===== src/rtl/store_unit.sv =====
// RV32 store unit: formats SB/SH/SW data and strobes, issues one write to data memory and waits for its response.
// Optional STORE_TIMEOUT_EN macro adds a watchdog that completes a stuck store with err_o after TIMEOUT_CYCLES.
module store_unit #(
    parameter int TIMEOUT_CYCLES = 255
) (
    input  logic        clk_i,
    input  logic        rst_i,
    input  logic        store_req_i,
    input  logic [31:0] addr_i,
    input  logic [31:0] wdata_i,
    input  logic [2:0]  store_size_onehot,
    output logic        misaligned_store,
    output logic        busy_o,
    output logic        done_o,
    output logic        err_o,
    output logic        mem_wvalid_o,
    input  logic        mem_wready_i,
    output logic [31:0] mem_waddr_o,
    output logic [31:0] mem_wdata_o,
    output logic [3:0]  mem_wstrb_o,
    input  logic        mem_bvalid_i,
    input  logic        mem_berr_i
);

    typedef enum logic [1:0] {
        S_IDLE,
        S_ISSUE,
        S_RESP
    } state_t;

    state_t      state, state_next;
    logic        is_byte, is_half, is_word;
    logic [3:0]  strb_fmt;
    logic [31:0] data_fmt;
    logic        accept, complete, timeout, timeout_fire;
    logic        done_next, err_next;

    // Lowest set size bit wins, so malformed multi-hot sizes still decode to one width.
    assign is_byte = store_size_onehot[0];
    assign is_half = store_size_onehot[1] & ~store_size_onehot[0];
    assign is_word = store_size_onehot[2] & ~|store_size_onehot[1:0];

    assign misaligned_store = (is_half & addr_i[0]) | (is_word & |addr_i[1:0]);

    always_comb begin
        // NOTE: every output of a combinational block gets a default first; a missed branch would infer a latch.
        strb_fmt = 4'h0;
        data_fmt = 32'h0;
        if (is_byte) begin
            strb_fmt = 4'h1 << addr_i[1:0];
            data_fmt = {4{wdata_i[7:0]}};
        end else if (is_half) begin
            strb_fmt = 4'h3 << {addr_i[1], 1'b0};
            data_fmt = {2{wdata_i[15:0]}};
        end else if (is_word) begin
            strb_fmt = 4'hf;
            data_fmt = wdata_i;
        end
    end

    always_comb begin
        state_next = state;
        accept     = 1'b0;
        complete   = 1'b0;
        unique case (state)
            S_IDLE: begin
                if (store_req_i && (is_byte || is_half || is_word) && !misaligned_store) begin
                    accept     = 1'b1;
                    state_next = S_ISSUE;
                end
            end
            S_ISSUE: begin
                // A response before the request is accepted cannot belong to it and is ignored.
                if (mem_wready_i) begin
                    if (mem_bvalid_i) begin
                        complete   = 1'b1;
                        state_next = S_IDLE;
                    end else begin
                        state_next = S_RESP;
                    end
                end
            end
            S_RESP: begin
                if (mem_bvalid_i) begin
                    complete   = 1'b1;
                    state_next = S_IDLE;
                end
            end
            default: state_next = S_IDLE;
        endcase
        timeout_fire = timeout & ~complete;
        if (timeout_fire) begin
            state_next = S_IDLE;
        end
        done_next = complete | timeout_fire;
        err_next  = (complete & mem_berr_i) | timeout_fire;
    end

`ifdef STORE_TIMEOUT_EN
    localparam int CNT_W = $clog2(TIMEOUT_CYCLES + 1);

    logic [CNT_W-1:0] to_cnt;

    always_ff @(posedge clk_i) begin
        if (rst_i) begin
            to_cnt <= '0;
        end else if (accept) begin
            to_cnt <= '0;
        end else if (state != S_IDLE) begin
            to_cnt <= to_cnt + CNT_W'(1);
        end
    end

    assign timeout = (state != S_IDLE) && (to_cnt == CNT_W'(TIMEOUT_CYCLES - 1));
`else
    assign timeout = 1'b0;
`endif

    always_ff @(posedge clk_i) begin
        // NOTE: state is updated with non-blocking assignments so every register samples pre-edge values.
        if (rst_i) begin
            state       <= S_IDLE;
            done_o      <= 1'b0;
            err_o       <= 1'b0;
            mem_waddr_o <= 32'h0;
            mem_wdata_o <= 32'h0;
            mem_wstrb_o <= 4'h0;
        end else begin
            state  <= state_next;
            done_o <= done_next;
            err_o  <= err_next;
            if (accept) begin
                mem_waddr_o <= {addr_i[31:2], 2'b00};
                mem_wdata_o <= data_fmt;
                mem_wstrb_o <= strb_fmt;
            end
        end
    end

    assign busy_o       = (state != S_IDLE);
    assign mem_wvalid_o = (state == S_ISSUE);

endmodule


===== config.mk =====
export PLATFORM = sky130hd
export DESIGN_NAME = store_unit
export DESIGN_NICKNAME = d
export VERILOG_FILES = /design/src/rtl/store_unit.sv
export SDC_FILE = /design/constraint.sdc
export NUM_CORES = 1
export LEC_CHECK = 0
export ABC_CLOCK_PERIOD_IN_PS = 3700
export BUFFER_PORTS_ARGS = -buffer_cell sky130_fd_sc_hd__buf_2
export CAP_MARGIN = 15
export CORE_MARGIN = 3
export CORE_UTILIZATION = 43
export CTS_BUF_LIST = sky130_fd_sc_hd__clkbuf_4
export CTS_CLUSTER_DIAMETER = 40
export DETAILED_ROUTE_END_ITERATION = 12
export GPL_ROUTABILITY_DRIVEN = 1
export PLACE_DENSITY = 0.75
export SETUP_SLACK_MARGIN = 0.1
export SYNTH_ARGS = -nofsm -noshare
export SYNTH_HDL_FRONTEND = slang
export SYNTH_SLANG_ARGS = --single-unit

===== constraint.sdc =====
create_clock -name clk_i -period 3.7 [get_ports clk_i]
set_input_delay 0.37 -clock clk_i [delete_from_list [all_inputs] [get_ports clk_i]]
set_output_delay 0.37 -clock clk_i [all_outputs]
set_load 0.02 [all_outputs]

Yosys cells after proc, flatten, opt, wreduce, memory -nomap -nowiden
Cells that the tools add are included.

word-level totals
  register bits after elaboration = 70
  logic and storage cells = 47
  input bits = 73
  output and inout port bits = 73

cells by class
  eq/ne operators = 5
  shift operators = 2
  muxes and demuxes = 16
  bitwise operators = 7
  reductions and logical operators = 11

operators by type and width
  cell                   count
  $mux W32               3
  $mux W4                3
  $mux W2                4
  $pmux W2 S3            1
  $and A1 B1 Y1          5
  $mux W1                4
  $ne A2 B2 Y1 const B   2
  $reduce_or A2 Y1       2
  $shl A1 B2 Y4 const A  1
  $shl A2 B2 Y4 const A  1
  $reduce_and A3 Y1      1
  $eq A2 B1 Y1 const B   1
  $eq A2 B2 Y1 const B   1
  $logic_and A1 B1 Y1    2
  $logic_not A1 Y1       2
  $logic_not A2 Y1       1
  $logic_or A1 B1 Y1     2
  $ne A2 B1 Y1 const B   1
  $pmux W1 S2            1
  $reduce_bool A2 Y1     1
  $not A1 Y1             1
  $or A1 B1 Y1           1

Longest topological paths before layout
  depth after elaboration = 9
  gate-level depth with buffers = 8
  depth with buffers taken out = 6

Worst setup path after synthesis
No wires, ideal clock.

  path kind = input-to-output
  from = input port store_size_onehot[0]
  to = output port misaligned_store
  path slack = 1.890 ns
  stages = 4
  path buffers = 3
  data required time = 3.330 ns
  data arrival time = 1.440 ns
  cells stage by stage = buf_2 clkbuf_1 clkbuf_1 nor3_1

between the ends
  word-level cells in the longest chain between the ends = 5
  elaborated cells on any way between the ends = 8
  those cells by class = 6 x bitwise; 2 x reduce/logical

RTL lines
  item              line  RTL
  start, declared   11    input logic [2:0] store_size_onehot,
  $reduce_or A2 Y1  41    assign is_word = store_size_onehot[2] & ~|store_size_onehot[1:0];
  $logic_not A1 Y1  41
  $and A1 B1 Y1     41
  $and A1 B1 Y1     43    assign misaligned_store = (is_half & addr_i[0]) | (is_word & |addr_i[1:0]);
  $or A1 B1 Y1 (*)  43
  end, declared     12    output logic misaligned_store,

Mark *: on every way between the ends. The rest lies on a longest branch, timed or not.

Final worst setup path
  from = input port store_size_onehot[0]
  to = register mem_wdata_o[22]

between the ends
  word-level cells in the longest chain between the ends = 9
  elaborated cells on any way between the ends = 18
  those cells by class = 5 x mux; 6 x bitwise; 7 x reduce/logical

RTL lines
  item                  line  RTL
  $reduce_or A2 Y1      41
  $logic_not A1 Y1      41
  $and A1 B1 Y1         41
  $and A1 B1 Y1         43
  $or A1 B1 Y1          43
  $logic_not A1 Y1      67    if (store_req_i && (is_byte || is_half || is_word) && !misaligned_store) begin
  $logic_and A1 B1 Y1   67
  $mux W1               67
  $mux W1               65    unique case (state)
  end signal, assigned  134   mem_wdata_o <= data_fmt;
  end, declared         19    output logic [31:0] mem_wdata_o,

Several ways; a longest one is shown, not always the timed one.
A chain may end at the register's enable or synchronous reset.

==> qor.csv <==
metric,value,unit
Final Instance Count excl. Fillers,609,
share of the synthesized area in the top cell type,0.448,
Placed Instance Area,3800,sq um
number of distinct standard cells referenced by the synthesized netlist,33,
number of gates resized after CTS,0,
clock latency of the later-clocked register in the worst-skew pair,0.39,ns
cts bufs inserted,9,
relative max-transition margin,0.522,
Die Span X,91.3,um
Post-synth EDFFs,0,
number of global-route vias before repair,2986,
fmax,420,MHz
worst vdd rail ir drop,0.302,mV
number of buffers on the longest clock path,2,
post-synthesis sequential area ratio,0.448,
type of destination of the critical path,register,
# DRC,0,
number of DRC violations after detailed-routing iteration 0,137,
initial cell density of the core,0.453,
post-synthesis instance total,385,
floorplan die height,91.3,um
gr ovfl total,0,
CP Launch Type,primary input,
class of the most critical setup path,in2reg,
total number of vias,3182,
cells taking the most area after synthesis,"sky130_fd_sc_hd__dfxtp_1, sky130_fd_sc_hd__nand2_1, sky130_fd_sc_hd__a21oi_1",
class of the tightest hold or removal check,in2reg,
PwrDens,550,nW/um^2
average wire per cell in the routed design,14.1,um
Nets,585,
number of search-and-repair iterations in the first detailed-routing pass,4,
async set or reset register ratio after synthesis,0,
number of post-CTS setup repair buffers,0,
area of the die,8330,sq um
final critical-path share of the clock period,0.644,
reported max-cap violation count,0,
share of final-layout standard cells stronger than drive strength 1,0.333,
"Top FF cell, synth",sky130_fd_sc_hd__dfxtp_1,
maximum fanout along the worst path,46,
number of rows created at floorplan,30,
detailed-placement wirelength estimate,6.31,mm
cell with the most instances after synthesis,sky130_fd_sc_hd__nand2_1,
clock tree from TritonCTS,yes,
unrepaired setup endpoints after global routing,false,
setup tns final,0,ns
post-synthesis cell type with the largest combined area,sky130_fd_sc_hd__dfxtp_1,
root buf cell,sky130_fd_sc_hd__clkbuf_4,
Post-CTS Hold Fix Bufs,0,
average via count per standard cell,5.22,
clock-pin slew reported for the worst setup and hold paths after clock tree synthesis,0.11,ns
crit path DAT,2.68,ns
setup-violating endpoint count in the final report,0,
register bit total from synthesis,70,
clock sinks,70,
number of hold violations in the final report,0,
Layout Skew,0.00883,ns
average footprint of a synthesized cell,8.12,sq um
top-level I/O count,146,
actual transition at the worst max-transition pin,0.717,ns
placeable core region,6910,sq um
Post-synth top cells,"sky130_fd_sc_hd__nand2_1, sky130_fd_sc_hd__dfxtp_1, sky130_fd_sc_hd__a21oi_1",
DP Cell Count,593,
global-route wire length before repair,13.9,mm
run status,"finished, final reports clean",
flip-flop and latch area,1400,sq um
post-route minimum period,2.38,ns
Area growth syn-to-layout,26.7,%
IO buf count,143,
number of slew-limit violations in the final report,0,
antenna violations before repair,0,
synthesized area,3130,sq um
LEAKAGE,1.78,nW
pin count of the biggest net entering global routing,47,
"wirelength, routed",8.60,mm
Multi-input gate area,1500,sq um
critical path required time,4.00,ns
global placement routability congestion,0.872,
Layout fillers,698,
final worst slack,1.32,ns
worst slack at placement,0.934,ns
antenna violation net count after detailed routing,0,
synthesis warning total,0,
H-tree level count,3,
cell area after layout,3960,sq um
number of antenna repair diodes,0,
global-route usage over all layers,0.205,
==> state kept, by name, indices dropped and copies added (netlist names) <==
register     flops
mem_wdata_o     32
mem_waddr_o     30
mem_wstrb_o      4
state            2
done_o           1
err_o            1
==> layer usage <==
layer  GRT usage  routed length [um]  vias up
met5           0                   0        -
met4       0.102                 228        0
met3      0.0597                 655       21
met2       0.343                4190      138
met1       0.239                3520     1456
li1            -                   -     1567
==> critical path, stage by stage <==
cell                       delay (ns)
sky130_fd_sc_hd__buf_2           0.55
sky130_fd_sc_hd__or2_1           0.45
sky130_fd_sc_hd__o2111a_2        0.65
sky130_fd_sc_hd__buf_12          0.31
sky130_fd_sc_hd__nor2_1          0.09
sky130_fd_sc_hd__a311oi_2        0.24
==> per-stage QoR <==
stage	util	hold WS (ns)	power [mW]
global route	0.573	0.161	2.31
finish	0.573	0.187	2.18
global placement	0.551	0.437	1.64
detailed placement	0.551	0.446	1.66
floorplan	-	0.455	1.45
CTS	0.573	0.159	2.20
==> where the power goes <==
part	switching, mW	internal (mW)	leakage, nW
Sequential	0.0545	0.861	0.573
Combinational	0.471	0.252	1.12
Clock	0.269	0.270	0.0810
Total	0.795	1.38	1.78
==> final timing paths <==
path	from	to	slack [ns]	cells past startpoint
hold reg to reg	mem_waddr_o[31]	mem_waddr_o[31]	0.46	2
setup / recovery	store_size_onehot[0]	mem_wdata_o[22]	1.32	6
hold / removal	mem_berr_i	err_o	0.19	2
setup reg to reg	state[0]	mem_wdata_o[22]	1.58	6
==> cell usage in the layout, fill, tap and decap left out, drive strengths merged, types with 2 or more instances in the layout <==
cell type / synthesis / layout
nand3: 25 / 25
a311oi: 10 / 10
bufinv: 0 / 2
nor2: 25 / 25
nor3: 14 / 14
o21ai: 5 / 5
nor3b: 9 / 9
a32oi: 2 / 2
conb: 1 / 2
buf: 21 / 146
ha: 4 / 4
clkbuf: 14 / 9
a21oi: 49 / 49
nand2: 88 / 88
inv: 9 / 9
nor2b: 3 / 3
a221o: 8 / 8
dfxtp: 70 / 70
nand2b: 9 / 9
clkinv: 0 / 4
a211oi: 9 / 9
==> layout make-up <==
| type | count | area share |
|---|---|---|
| Tap cell | 96 | 0.0303 |
| Multi-Input combinational cell | 272 | 0.378 |
| Clock buffer | 9 | 0.0171 |
| Clock inverter | 7 | 0.0224 |
| Inverter | 9 | 0.00853 |
| Timing Repair Buffer | 146 | 0.190 |
| Sequential cell | 70 | 0.354 |
==> kinds of logic (layout without fill, tap and decap cells) <==
group / after synthesis / count (layout) / synth area share
buffers and inverters: 44 / 171 / 0.0781
and+or+nand+nor: 176 / 176 / 0.250
other: 1 / 2 / 0.00120
muxes: 1 / 1 / 0.00320
AOI/OAI and AO/OA: 89 / 89 / 0.203
adders and majority gates: 4 / 4 / 0.0160
DFF: 70 / 70 / 0.448
Note: power is estimated with default switching activity, not from simulation.
